**src/rtl/mp_adder_ctrl.sv**
```systemverilog
// Multi-precision add sequencer: one shared BIT_WIDTH adder walks the operands
// word by word, least-significant first, with the carry registered between words.

module adder_nbit #(
  parameter int BIT_WIDTH = 4
) (
  input  logic [BIT_WIDTH-1:0] i_a,
  input  logic [BIT_WIDTH-1:0] i_b,
  input  logic                 i_carry_in,
  output logic [BIT_WIDTH-1:0] o_sum,
  output logic                 o_carry_out
);
  logic [BIT_WIDTH:0] w_carry;

  assign w_carry[0] = i_carry_in;

  genvar gi;
  generate
    for (gi = 0; gi < BIT_WIDTH; gi++) begin : g_fa
      assign o_sum[gi]       = i_a[gi] ^ i_b[gi] ^ w_carry[gi];
      assign w_carry[gi + 1] = (i_a[gi] & i_b[gi]) | (w_carry[gi] & (i_a[gi] ^ i_b[gi]));
    end
  endgenerate

  assign o_carry_out = w_carry[BIT_WIDTH];
endmodule

module mp_adder_ctrl #(
  parameter int BIT_WIDTH = 4,
  parameter int NUM_WORDS = 4
) (
  input  logic                           clk,
  input  logic                           n_rst,
  input  logic                           start,
  input  logic [BIT_WIDTH*NUM_WORDS-1:0] a,
  input  logic [BIT_WIDTH*NUM_WORDS-1:0] b,
  input  logic                           carry_in,
  output logic [BIT_WIDTH*NUM_WORDS-1:0] sum,
  output logic                           overflow,
  output logic                           busy,
  output logic                           done
);
  localparam int W     = BIT_WIDTH * NUM_WORDS;
  localparam int IDX_W = (NUM_WORDS > 1) ? $clog2(NUM_WORDS) : 1;
  localparam logic [IDX_W-1:0] LAST_IDX = IDX_W'(NUM_WORDS - 1);

  typedef enum logic [1:0] {
    S_IDLE = 2'd0,
    S_ADD  = 2'd1,
    S_DONE = 2'd2
  } state_t;

  state_t           r_state;
  logic [IDX_W-1:0] r_idx;
  logic             r_carry;
  logic [W-1:0]     r_a;
  logic [W-1:0]     r_b;
  logic [W-1:0]     r_sum;
  logic             r_overflow;
  logic             r_busy;
  logic             r_done;

  state_t           w_state_next;
  logic [IDX_W-1:0] w_idx_next;
  logic             w_carry_next;
  logic [W-1:0]     w_a_next;
  logic [W-1:0]     w_b_next;
  logic [W-1:0]     w_sum_next;
  logic             w_overflow_next;
  logic             w_busy_next;
  logic             w_done_next;

  logic [BIT_WIDTH-1:0] w_a_words [NUM_WORDS];
  logic [BIT_WIDTH-1:0] w_b_words [NUM_WORDS];
  logic [BIT_WIDTH-1:0] w_add_a;
  logic [BIT_WIDTH-1:0] w_add_b;
  logic [BIT_WIDTH-1:0] w_add_sum;
  logic                 w_add_cout;
  logic [W-1:0]         w_sum_upd;

  // Split the latched operands into words and merge the adder result back
  // into whichever sum word the index currently points at.
  genvar gi;
  generate
    for (gi = 0; gi < NUM_WORDS; gi++) begin : g_word
      assign w_a_words[gi] = r_a[gi*BIT_WIDTH +: BIT_WIDTH];
      assign w_b_words[gi] = r_b[gi*BIT_WIDTH +: BIT_WIDTH];
      assign w_sum_upd[gi*BIT_WIDTH +: BIT_WIDTH] =
        (r_idx == IDX_W'(gi)) ? w_add_sum : r_sum[gi*BIT_WIDTH +: BIT_WIDTH];
    end
  endgenerate

  assign w_add_a = w_a_words[r_idx];
  assign w_add_b = w_b_words[r_idx];

  adder_nbit #(
    .BIT_WIDTH (BIT_WIDTH)
  ) u_adder (
    .i_a         (w_add_a),
    .i_b         (w_add_b),
    .i_carry_in  (r_carry),
    .o_sum       (w_add_sum),
    .o_carry_out (w_add_cout)
  );

  always_ff @(posedge clk) begin
    if (!n_rst) begin
      r_state    <= S_IDLE;
      r_idx      <= '0;
      r_carry    <= 1'b0;
      r_a        <= '0;
      r_b        <= '0;
      r_sum      <= '0;
      r_overflow <= 1'b0;
      r_busy     <= 1'b0;
      r_done     <= 1'b0;
    end else begin
      r_state    <= w_state_next;
      r_idx      <= w_idx_next;
      r_carry    <= w_carry_next;
      r_a        <= w_a_next;
      r_b        <= w_b_next;
      r_sum      <= w_sum_next;
      r_overflow <= w_overflow_next;
      r_busy     <= w_busy_next;
      r_done     <= w_done_next;
    end
  end

  always_comb begin
    w_state_next    = r_state;
    w_idx_next      = r_idx;
    w_carry_next    = r_carry;
    w_a_next        = r_a;
    w_b_next        = r_b;
    w_sum_next      = r_sum;
    w_overflow_next = r_overflow;
    w_done_next     = 1'b0;

    case (r_state)
      S_IDLE: begin
        if (start) begin
          w_state_next    = S_ADD;
          w_a_next        = a;
          w_b_next        = b;
          w_carry_next    = carry_in;
          w_idx_next      = '0;
          w_sum_next      = '0;
          w_overflow_next = 1'b0;
        end
      end
      S_ADD: begin
        w_sum_next   = w_sum_upd;
        w_carry_next = w_add_cout;
        if (r_idx == LAST_IDX) begin
          w_overflow_next = w_add_cout;
          w_state_next    = S_DONE;
          w_done_next     = 1'b1;
        end else begin
          w_idx_next = r_idx + 1'b1;
        end
      end
      S_DONE: begin
        w_state_next = S_IDLE;
      end
      default: begin
        w_state_next = S_IDLE;
      end
    endcase
  end

  // Busy and done are registered from the next state so they never glitch.
  assign w_busy_next = (w_state_next != S_IDLE);

  assign sum      = r_sum;
  assign overflow = r_overflow;
  assign busy     = r_busy;
  assign done     = r_done;
endmodule

```
**config.mk**
```make
export PLATFORM = sky130hd
export DESIGN_NAME = mp_adder_ctrl
export DESIGN_NICKNAME = d
export VERILOG_FILES = /design/src/rtl/mp_adder_ctrl.sv
export SDC_FILE = /design/constraint.sdc
export NUM_CORES = 1
export LEC_CHECK = 0
export ABC_AREA = 1
export BUFFER_PORTS_ARGS = -buffer_cell sky130_fd_sc_hd__buf_2
export CORE_AREA = 2 2 69 71
export CTS_BUF_LIST = sky130_fd_sc_hd__clkbuf_4
export DETAILED_ROUTE_END_ITERATION = 10
export DIE_AREA = 0 0 71 73
export GPL_TIMING_DRIVEN = 0
export PLACE_DENSITY = 0.92
export SYNTH_ARGS = -nofsm -noshare
export SYNTH_HDL_FRONTEND = slang
export SYNTH_SLANG_ARGS = --single-unit
```
**constraint.sdc**
```tcl
create_clock -name clk -period 7.65 [get_ports clk]
set_input_delay 0.765 -clock clk [delete_from_list [all_inputs] [get_ports clk]]
set_output_delay 0.765 -clock clk [all_outputs]
set_load 0.02 [all_outputs]
```
==> results.sh, run 1 <==
export IMPL_reg2regPathDepth=15
export IMPL_synth_nets=392
export IMPL_synth_edff_count=0
export IMPL_post_route_util_pct=64.88
export IMPL_final_net_count=452
export IMPL_coreArea_um2=4536
export IMPL_place_gp_congestion=0.8390
export IMPL_yosysUniqueCellTypes=19
export IMPL_swShare_pct=31.96
export IMPL_dieArea_um2=5183
export IMPL_p_sw_mw=0.1953
export IMPL_yosys_area_top_type="dfxtp_1"
export IMPL_crit_type="reg2reg"
export IMPL_maxSlewViolCount=0
export IMPL_h_tree_depth=2
export IMPL_port_buffers=53
export IMPL_drt_first_pass_iters=4
export IMPL_drc=0
export IMPL_fin_area_um2=2943
export IMPL_worst_slew_pin_slew_ps=423.6
export IMPL_grt_util_all_layers_pct=23.05
export IMPL_critPathMaxFanout=11
export IMPL_clkPwrFrac_pct=20.4
export IMPL_reg2reg_from="r_idx[0]"
export IMPL_synth_top_area_share_pct=43.79
export IMPL_maxCapViolCount=0
export IMPL_fin_crit_sh_pct=44.37
export IMPL_peakVddDrop_mv=0.09309
export IMPL_cp_start_kind="register"
export IMPL_setup_viol=0
export IMPL_ys_seq_area_share_pct=43.79
export IMPL_rsz0062_at_grt="no"
export IMPL_drive_above_1_share_pct=18.87
export IMPL_wl_per_cell_um=12.59
export IMPL_fillers=408
export IMPL_die_w_um=71
export IMPL_clock_skew_ps=13.24
export IMPL_synthTopCellsByCount="nor2_1 (104), dfxtp_1 (56), nand2_1 (46)"
export IMPL_async_flop_share_pct=0
export IMPL_numCtsBuffers=5
export IMPL_ctsHoldBuffers=0
export IMPL_post_dp_cell_area_um2=2893
export IMPL_seqPwrFrac_pct=53.8
export IMPL_max_slew_margin_pct=71.76
export IMPL_dr_total_vias=2419
export IMPL_gr_total_overflow=0
export IMPL_cts_setup_buffers=0
export IMPL_ant_nets=0
export IMPL_hp_start="r_b[9]"
export IMPL_post_cts_resized=0
export IMPL_cp_arrival_ps=3710
export IMPL_synthCells=348
export IMPL_pre_cts_slack_ps=4295
export IMPL_dr_first_iter_drc_count=99
export IMPL_first_global_vias=2190
export IMPL_min_path_type="reg2reg"
export IMPL_drt_wl_total_um=5818
export IMPL_min_to="r_b[9]"
export IMPL_insertion_delay_ps=380
export IMPL_whs_path_depth=2
export IMPL_start_util_pct=56.44
export IMPL_fin_crit_ps=3394
export IMPL_n_antenna_cell=0
export IMPL_post_synth_top_count_cell="nor2_1"
export IMPL_p_int_mw=0.4157
export IMPL_path_clk_slew_ps=150
export IMPL_worstSetupEndpointType="register"
export IMPL_routed_via_density=5.236
export IMPL_p_leak_nw=1.404
export IMPL_reg2reg_to="sum[11]"
export IMPL_rows=25
export IMPL_grt_max_degree=16
export IMPL_cts_max_path_buffers=2
export IMPL_antenna_found_initial=0
export IMPL_hold_viol=0
export IMPL_ys_warn_count=0
export IMPL_clock_sinks=56
export IMPL_die_y_um=73
export IMPL_p_per_area_nw_per_um2=207.6
export IMPL_synth_area_um2=2560
export IMPL_post_dp_hpwl_um=4290
export IMPL_synthFlopType="dfxtp_1"
export IMPL_cts_tree="yes"
export IMPL_combPwrFrac_pct=25.7
export IMPL_root_buffer="clkbuf_4"
export IMPL_syn_area_per_cell_um2=7.356
export IMPL_syn_to_final_growth_pct=14.96
export IMPL_setup_slack_ps=4256
export IMPL_outcome="finished, final reports clean"
export IMPL_synth_area_top_cells="dfxtp_1 (44%), nor2_1 (15%), nand2_1 (6.7%)"
export IMPL_boundaryPins=55
export IMPL_crit_required_ps=7960
export IMPL_fin_tns_setup_ps=0
export IMPL_rrSetupSlack_ps=4260
export IMPL_ys_ff_latch=56
export IMPL_grt_first_pass_wirelength_um=9591
export IMPL_fmax_mhz=294.6
==> cell type report <==
class / instances / area [um2] / share of cell area (%)
timing repair buffer: 53 / 265.3 / 9.014
tap: 54 / 67.56 / 2.296
sequential: 56 / 1121 / 38.10
multi-input combinational: 257 / 1244 / 42.26
inverter: 13 / 48.80 / 1.658
clock buffer: 6 / 45.04 / 1.531
clock inverter: 1 / 5.005 / 0.1701
buffer: 22 / 146.4 / 4.974
==> critical path, stage by stage (launching register included) <==
cell	delay, ps
dfxtp_1	390
buf_2	210
clkinv_1	270
buf_2	290
nand2_1	80
nand3_1	70
nand2_1	110
fa_1	170
inv_1	50
fa_1	370
fa_1	370
inv_1	80
fa_1	410
nor2_1	280
a21oi_1	70
nor2_1	120
==> cells in the final DEF, fill, tap and decap left out, drive strengths merged <==
cell      n
o21ai    41
a21oi    20
buf      68
nand2    47
clkinv    3
nand3b   17
dfxtp    56
ha        4
o22ai     4
nand3    15
fa        4
inv      11
nor2    105
clkbuf   13
==> power groups by stage <==
stage / logic [mW] / registers (mW) / clock network (mW)
global placement: 0.151 / 0.334 / 0
global route: 0.178 / 0.332 / 0.136
detailed placement: 0.156 / 0.335 / 0
CTS: 0.157 / 0.329 / 0.125
floorplan: 0.100 / 0.345 / 0
finish: 0.157 / 0.329 / 0.125
==> logic make-up (layout without fill, tap and decap cells) <==
logic type | Yosys count | in the layout | synth area share (%)
AO/OA/AOI/OAI | 65 | 65 | 12.90
adder cells (fa/ha/maj) | 8 | 8 | 5.083
buffers and inverters | 35 | 95 | 7.625
flip-flops | 56 | 56 | 43.79
AND/OR/NAND/NOR | 184 | 184 | 30.60
==> per-stage QoR <==
| step | total power [mW] | std cells | hold slack (ps) |
|---|---|---|---|
| after floorplan | 0.4452 | 348 | 449.5 |
| after global placement | 0.4848 | 455 | 460.3 |
| after detailed placement | 0.4915 | 455 | 470.2 |
| after CTS | 0.6113 | 462 | 500.7 |
| after global routing | 0.6455 | 462 | 521.6 |
| final | 0.6110 | 462 | 499.5 |
==> how the worst max path moves through the flow <==
stage	startpoint	to	slack (ps)	cells after the start
finish	r_idx[0]	sum[11]	4260	15
global route	r_idx[0]	sum[11]	4010	15
CTS	r_idx[0]	sum[11]	4250	15
detailed placement	r_idx[0]	sum[15]	4300	15
global placement	r_idx[0]	sum[11]	4400	15
floorplan	r_idx[0]	sum[11]	4810	15
==> sequential cells by signal, summed over array words and instances, names as in the netlist <==
signal and cells:
overflow 1, r_idx 2, r_carry 1, r_state 2, done 1, r_a 16, sum 16, r_b 16
busy 1
==> layer usage <==
| layer | GRT usage (%) | share of wire [%] | vias up |
|---|---|---|---|
| met3 | 4.834 | 5.2 | 12 |
| met5 | 0 | 0 | - |
| met2 | 41.95 | 50 | 74 |
| met1 | 27.16 | 43 | 1096 |
| li1 | - | - | 1237 |
| met4 | 7.338 | 1.8 | 0 |
Note: power is estimated with default switching activity, not from simulation.
==> run 2, diff against run 1 <==
--- a/config.mk
+++ b/config.mk
@@ -5,14 +5,14 @@
 export SDC_FILE = /design/constraint.sdc
 export NUM_CORES = 1
 export LEC_CHECK = 0
-export ABC_AREA = 1
+export ABC_AREA = 0
 export BUFFER_PORTS_ARGS = -buffer_cell sky130_fd_sc_hd__buf_2
 export CORE_AREA = 2 2 69 71
 export CTS_BUF_LIST = sky130_fd_sc_hd__clkbuf_4
 export DETAILED_ROUTE_END_ITERATION = 10
 export DIE_AREA = 0 0 71 73
 export GPL_TIMING_DRIVEN = 0
-export PLACE_DENSITY = 0.92
+export PLACE_DENSITY = 0.87
 export SYNTH_ARGS = -nofsm -noshare
 export SYNTH_HDL_FRONTEND = slang
 export SYNTH_SLANG_ARGS = --single-unit
==> constraint.sdc (replaced) <==
create_clock -name clk -period 3.13 [get_ports clk]
set_input_delay 0.313 -clock clk [delete_from_list [all_inputs] [get_ports clk]]
set_output_delay 0.313 -clock clk [all_outputs]
set_load 0.02 [all_outputs]
==> results.sh, run 2 <==
export IMPL_path_clk_slew_ps=140
export IMPL_final_net_count=373
export IMPL_ctsHoldBuffers=0
export IMPL_post_dp_hpwl_um=3996
export IMPL_rows=25
export IMPL_synth_edff_count=0
export IMPL_p_leak_nw=1.162
export IMPL_instances_no_fill=382
export IMPL_drc=0
export IMPL_root_buffer="clkbuf_4"
export IMPL_final_common_cell="nand2_1"
export IMPL_synthMuxAreaShare_pct=7.688
export IMPL_synth_top_area_share_pct=47.84
export IMPL_total_power_mw=1.333
export IMPL_ant_nets=0
export IMPL_grt_max_degree=16
export IMPL_pre_cts_slack_ps=-283.8
export IMPL_drive_above_1_share_pct=26.52
export IMPL_cp_start_kind="register"
export IMPL_boundaryPins=55
export IMPL_dr_wl_met2_um=2664
export IMPL_cts_max_path_buffers=2
export IMPL_crit_type="reg2reg"
export IMPL_setup_viol=0
export IMPL_maxSlewViolCount=0
export IMPL_synth_compound_gate_area_share_pct=14.58
export IMPL_dr_total_vias=2019
export IMPL_hold_viol=0
export IMPL_ys_ff_latch=56
export IMPL_fmax_mhz=334.3
export IMPL_drt_first_pass_iters=4
export IMPL_syn_to_final_growth_pct=19.33
export IMPL_outcome="finished, final reports clean"
export IMPL_m1WireLength_um=2263
export IMPL_setup_slack_ps=138.6
export IMPL_ys_warn_count=0
export IMPL_first_global_vias=1921
export IMPL_async_flop_share_pct=0
export IMPL_wl_met3_um=225
export IMPL_wl_per_cell_um=13.73
export IMPL_final_cell_mix="nand2_1 (90), buf_2 (60), dfxtp_1 (54)"
export IMPL_place_gp_congestion=0.7877
export IMPL_post_synth_top_count_cell="nand2_1"
export IMPL_fin_crit_sh_pct=95.57
export IMPL_peakVddDrop_mv=0.2501
export IMPL_routed_via_density=5.285
export IMPL_grt_first_pass_wirelength_um=8583
export IMPL_coreArea_um2=4536
export IMPL_worstSetupEndpointType="register"
export IMPL_clock_skew_ps=13.32
export IMPL_cts_tree="yes"
export IMPL_insertion_delay_ps=370
export IMPL_dp_cells=375
export IMPL_dr_first_iter_drc_count=166
export IMPL_fin_tns_setup_ps=0
export IMPL_min_path_type="in2reg"
export IMPL_p_per_area_nw_per_um2=476.8
export IMPL_critPathMaxFanout=10
export IMPL_yosysUniqueCellTypes=25
export IMPL_synth_nets=311
export IMPL_crit_required_ps=3430
export IMPL_gr_total_overflow=0
export IMPL_n_antenna_cell=0
export IMPL_yosys_area_top_type="dfxtp_1"
export IMPL_fin_crit_ps=2991
export IMPL_fillers=389
export IMPL_syn_area_per_cell_um2=8.777
export IMPL_dieArea_um2=5183
export IMPL_synth_area_um2=2343
export IMPL_cp_arrival_ps=3290
export IMPL_ys_seq_area_share_pct=47.84
export IMPL_yosys_area_share_xor_xnor_pct=0
export IMPL_start_util_pct=51.67
export IMPL_synth_top_family_by_area="simple AND/OR/NAND/NOR gates"
export IMPL_synth_simple_area_share_pct=18.85
export IMPL_topRoutingLayerUsed="met4"
export IMPL_synthFlopType="dfxtp_1"
export IMPL_worst_slew_pin_slew_ps=466.0
export IMPL_max_slew_margin_pct=68.93
export IMPL_numCtsBuffers=5
export IMPL_synth_fa_ha_area_share_pct=5.553
export IMPL_synthTopCellsByCount="nand2_1 (90), dfxtp_1 (56), a21oi_1 (38)"
export IMPL_maxCapViolCount=0
export IMPL_synth_area_top_cells="dfxtp_1 (48%), nand2_1 (14%), a21oi_1 (8.1%)"
export IMPL_clock_sinks=56
export IMPL_port_buffers=54
export IMPL_synthCells=267
export IMPL_grt_util_all_layers_pct=21.21
export IMPL_drt_wl_total_um=5243
export IMPL_antenna_found_initial=0
export IMPL_h_tree_depth=2
export IMPL_die_w_um=71
export IMPL_die_y_um=73
export IMPL_rsz0062_at_grt="no"
run 2: cell types whose count changed after synthesis, sizes merged, moves of 8 or more:
cell    delta
nand3     -13
nor2      -99
o21ai     -39
nand3b    -17
mux4       +8
nand2     +43
o22ai     +12
a21oi     +18
run 2: cells by family after synthesis:
logic type / after synthesis
and+or+nand+nor: 108
DFF: 56
AOI/OAI and AO/OA: 61
buffers and inverters: 26
muxes: 8
adders and majority gates: 8
run 2: stage by stage:
step	util (%)	hold WS (ps)	area, um2
3_5_place_dp	59.12	447.2	2681
2_1_floorplan	-	433.1	2344
6_report	61.66	165.9	2796
4_1_cts	61.21	159.8	2776
5_1_grt	61.66	147.4	2796
3_3_place_gp	59.12	438.9	2681
run 2: layout make-up:
cell class                      count  area (um2)  share of cell area (%)
Sequential cell                    56        1126                   40.27
Clock buffer                        5       37.54                   1.342
Tap cell                           54       67.56                   2.416
Inverter                           10       37.54                   1.342
Timing Repair Buffer               55       277.8                   9.933
Multi-Input combinational cell    185        1110                   39.69
Clock inverter                      1       30.03                   1.074
Buffer                             16       110.1                   3.937
run 2: power by group:
part           internal (mW)  switching [mW]
clock network          0.160           0.202
registers              0.746          0.0187
logic                 0.0899           0.116
run 2: what timing repair did:
action / 4_1_cts / 5_1_grt
resized for setup: 8 / 5
endpoints found under the setup margin: 5 / 4
setup buffers: 1 / 0
pin swaps: 0 / 0
run 2: layer usage:
metal / vias up / global-route usage [%]
met4: 0 / 8.386
met2: 60 / 36.55
li1: 1019 / -
met3: 11 / 4.006
met1: 929 / 26.44
met5: - / 0
run 2: worst max-delay path, cell delays in order (launching register included):
cell and delay [ps]:
dfxtp_4 390, buf_12 140, mux4_2 500, inv_1 90, fa_1 160, inv_1 50
fa_2 340, fa_1 380, inv_1 90, fa_1 420, nand2b_4 180, o22ai_1 180
run 2: worst paths after layout:
| check | start | endpoint | slack, ps | depth (start not counted) |
|---|---|---|---|---|
| min | b[4] | r_b[4] | 170 | 3 |
| max | r_idx[0] | sum[3] | 140 | 11 |
| min reg2reg | r_a[1] | r_a[1] | 470 | 2 |
| max reg2reg | r_idx[0] | sum[3] | 140 | 11 |
==> run 3, diff against run 2 <==
--- a/config.mk
+++ b/config.mk
@@ -7,10 +7,12 @@
 export LEC_CHECK = 0
 export ABC_AREA = 0
 export BUFFER_PORTS_ARGS = -buffer_cell sky130_fd_sc_hd__buf_2
-export CORE_AREA = 2 2 69 71
+export CELL_PAD_IN_SITES_DETAIL_PLACEMENT = 0
+export CELL_PAD_IN_SITES_GLOBAL_PLACEMENT = 2
+export CORE_AREA = 2 2 89 91
 export CTS_BUF_LIST = sky130_fd_sc_hd__clkbuf_4
 export DETAILED_ROUTE_END_ITERATION = 10
-export DIE_AREA = 0 0 71 73
+export DIE_AREA = 0 0 91 93
 export GPL_TIMING_DRIVEN = 0
 export PLACE_DENSITY = 0.87
 export SYNTH_ARGS = -nofsm -noshare
==> results.sh, run 3 (same netlist as run 2, synthesis figures left out) <==
export IMPL_ant_nets=0
export IMPL_drt_wl_total_um=5571
export IMPL_dieArea_um2=8463
export IMPL_setup_viol=0
export IMPL_cp_start_kind="register"
export IMPL_port_buffers=54
export IMPL_grt_first_pass_wirelength_um=9480
export IMPL_fin_crit_sh_pct=95.17
export IMPL_final_net_count=374
export IMPL_multi_input_area_um2=1101
export IMPL_startpoint="r_idx[0]"
export IMPL_max_slew_margin_pct=65.60
export IMPL_dr_total_vias=1989
export IMPL_die_w_um=91
export IMPL_p_sw_mw=0.3510
export IMPL_pre_cts_slack_ps=-243.2
export IMPL_coreArea_um2=7527
export IMPL_total_power_mw=1.281
export IMPL_drc=0
export IMPL_p_leak_nw=1.159
export IMPL_worst_slew_pin_slew_ps=516.0
export IMPL_clkPwrFrac_pct=24.3
export IMPL_gr_usage_met3_pct=2.740
export IMPL_numCtsBuffers=5
export IMPL_die_y_um=93
export IMPL_grt_max_degree=17
export IMPL_crit_required_ps=3440
export IMPL_h_tree_depth=2
export IMPL_crit_type="reg2reg"
export IMPL_root_buffer="clkbuf_4"
export IMPL_place_gp_congestion=0.7682
export IMPL_fmax_mhz=335.7
export IMPL_maxSlewViolCount=0
export IMPL_met2_usage_pct=22.59
export IMPL_clock_sinks=56
export IMPL_setup_slack_ps=151.3
export IMPL_ctsHoldBuffers=0
export IMPL_hold_viol=0
export IMPL_p_int_mw=0.9303
export IMPL_cp_arrival_ps=3290
export IMPL_boundaryPins=55
export IMPL_min_path_type="in2reg"
export IMPL_dr_first_iter_drc_count=126
export IMPL_p_per_area_nw_per_um2=451.5
export IMPL_cts_max_path_buffers=2
export IMPL_routed_via_density=4.594
export IMPL_hp_start="a[13]"
export IMPL_gr_total_overflow=0
export IMPL_worstSetupEndpointType="register"
export IMPL_cts_tree="yes"
export IMPL_post_dp_hpwl_um=4118
export IMPL_critPathMaxFanout=10
export IMPL_reg2reg_from="r_idx[0]"
export IMPL_maxCapViolCount=0
export IMPL_n_antenna_cell=0
export IMPL_peakVddDrop_mv=0.1471
export IMPL_final_common_cell="nand2_1"
export IMPL_path_clk_slew_ps=150
export IMPL_syn_to_final_growth_pct=21.09
export IMPL_outcome="finished, final reports clean"
export IMPL_swShare_pct=27.40
export IMPL_insertion_delay_ps=370
export IMPL_fin_crit_ps=2979
export IMPL_final_cell_mix="nand2_1 (90), buf_2 (60), dfxtp_1 (55)"
export IMPL_grt_busiest_layer="met2"
export IMPL_grt_util_all_layers_pct=14.12
export IMPL_drt_first_pass_iters=4
export IMPL_seq_area_um2=1125
export IMPL_drive_above_1_share_pct=25.98
export IMPL_wl_per_cell_um=12.87
export IMPL_met1_usage_pct=19.21
export IMPL_fillers=853
export IMPL_combPwrFrac_pct=16.1
export IMPL_clock_skew_ps=8.123
export IMPL_seqPwrFrac_pct=59.6
export IMPL_antenna_found_initial=0
export IMPL_rsz0062_at_grt="no"
export IMPL_post_route_util_pct=37.70
export IMPL_start_util_pct=31.13
export IMPL_first_global_vias=1929
export IMPL_rows=32
run 3: stage by stage:
stage | area, um2 | cells | TNS (ps) | hold WS, ps
after floorplan | 2344 | 267 | 0 | 433.1
after global placement | 2741 | 423 | -897.3 | 439.8
after detailed placement | 2741 | 423 | -890.3 | 443.1
after CTS | 2811 | 431 | 0 | 138.3
after global routing | 2838 | 433 | 0 | 139.0
final | 2838 | 433 | 0 | 159.2
run 3: path summary, 6_finish.rpt:
path	end	slack, ps	depth (start not counted)
min reg2reg	r_a[11]	460	2
min	r_a[13]	160	3
max	sum[7]	150	11
max reg2reg	sum[7]	150	11
run 3: what timing repair did:
item | 4_1_cts | 5_1_grt
resized for setup | 6 | 4
buffers inserted | 0 | 2
cloned | 0 | 0
endpoints found under the setup margin | 4 | 4
run 3: final cells by class:
| cell class | count | area share, % |
|---|---|---|
| Timing Repair Buffer | 56 | 10.05 |
| Sequential cell | 56 | 39.64 |
| Tap cell | 102 | 4.497 |
| Inverter | 10 | 1.323 |
| Buffer | 16 | 3.704 |
| Clock buffer | 6 | 1.587 |
| Clock inverter | 2 | 0.3968 |
| Multi-Input combinational cell | 185 | 38.80 |
run 3: routing by layer:
layer,wire [um],vias up
li1,-,1024
met3,240,2
met1,2709,910
met4,49,0
met2,2572,53
met5,0,-
run 3: worst max-delay path, stage by stage (launching register included):
cell and delay, ps:
dfxtp_4 390, buf_8 150, mux4_2 500, inv_1 100
fa_1 170, inv_1 50, fa_1 370, fa_1 360
inv_1 70, fa_1 420, nand2b_4 180, o22ai_1 160
run 3: power by group through the flow:
| stage | clock, mW | sequential, mW | combinational [mW] |
|---|---|---|---|
| finish | 0.312 | 0.763 | 0.206 |
| global route | 0.348 | 0.769 | 0.233 |
| CTS | 0.326 | 0.765 | 0.203 |
| detailed placement | 0 | 0.780 | 0.200 |
| global placement | 0 | 0.779 | 0.199 |
| floorplan | 0 | 0.781 | 0.128 |
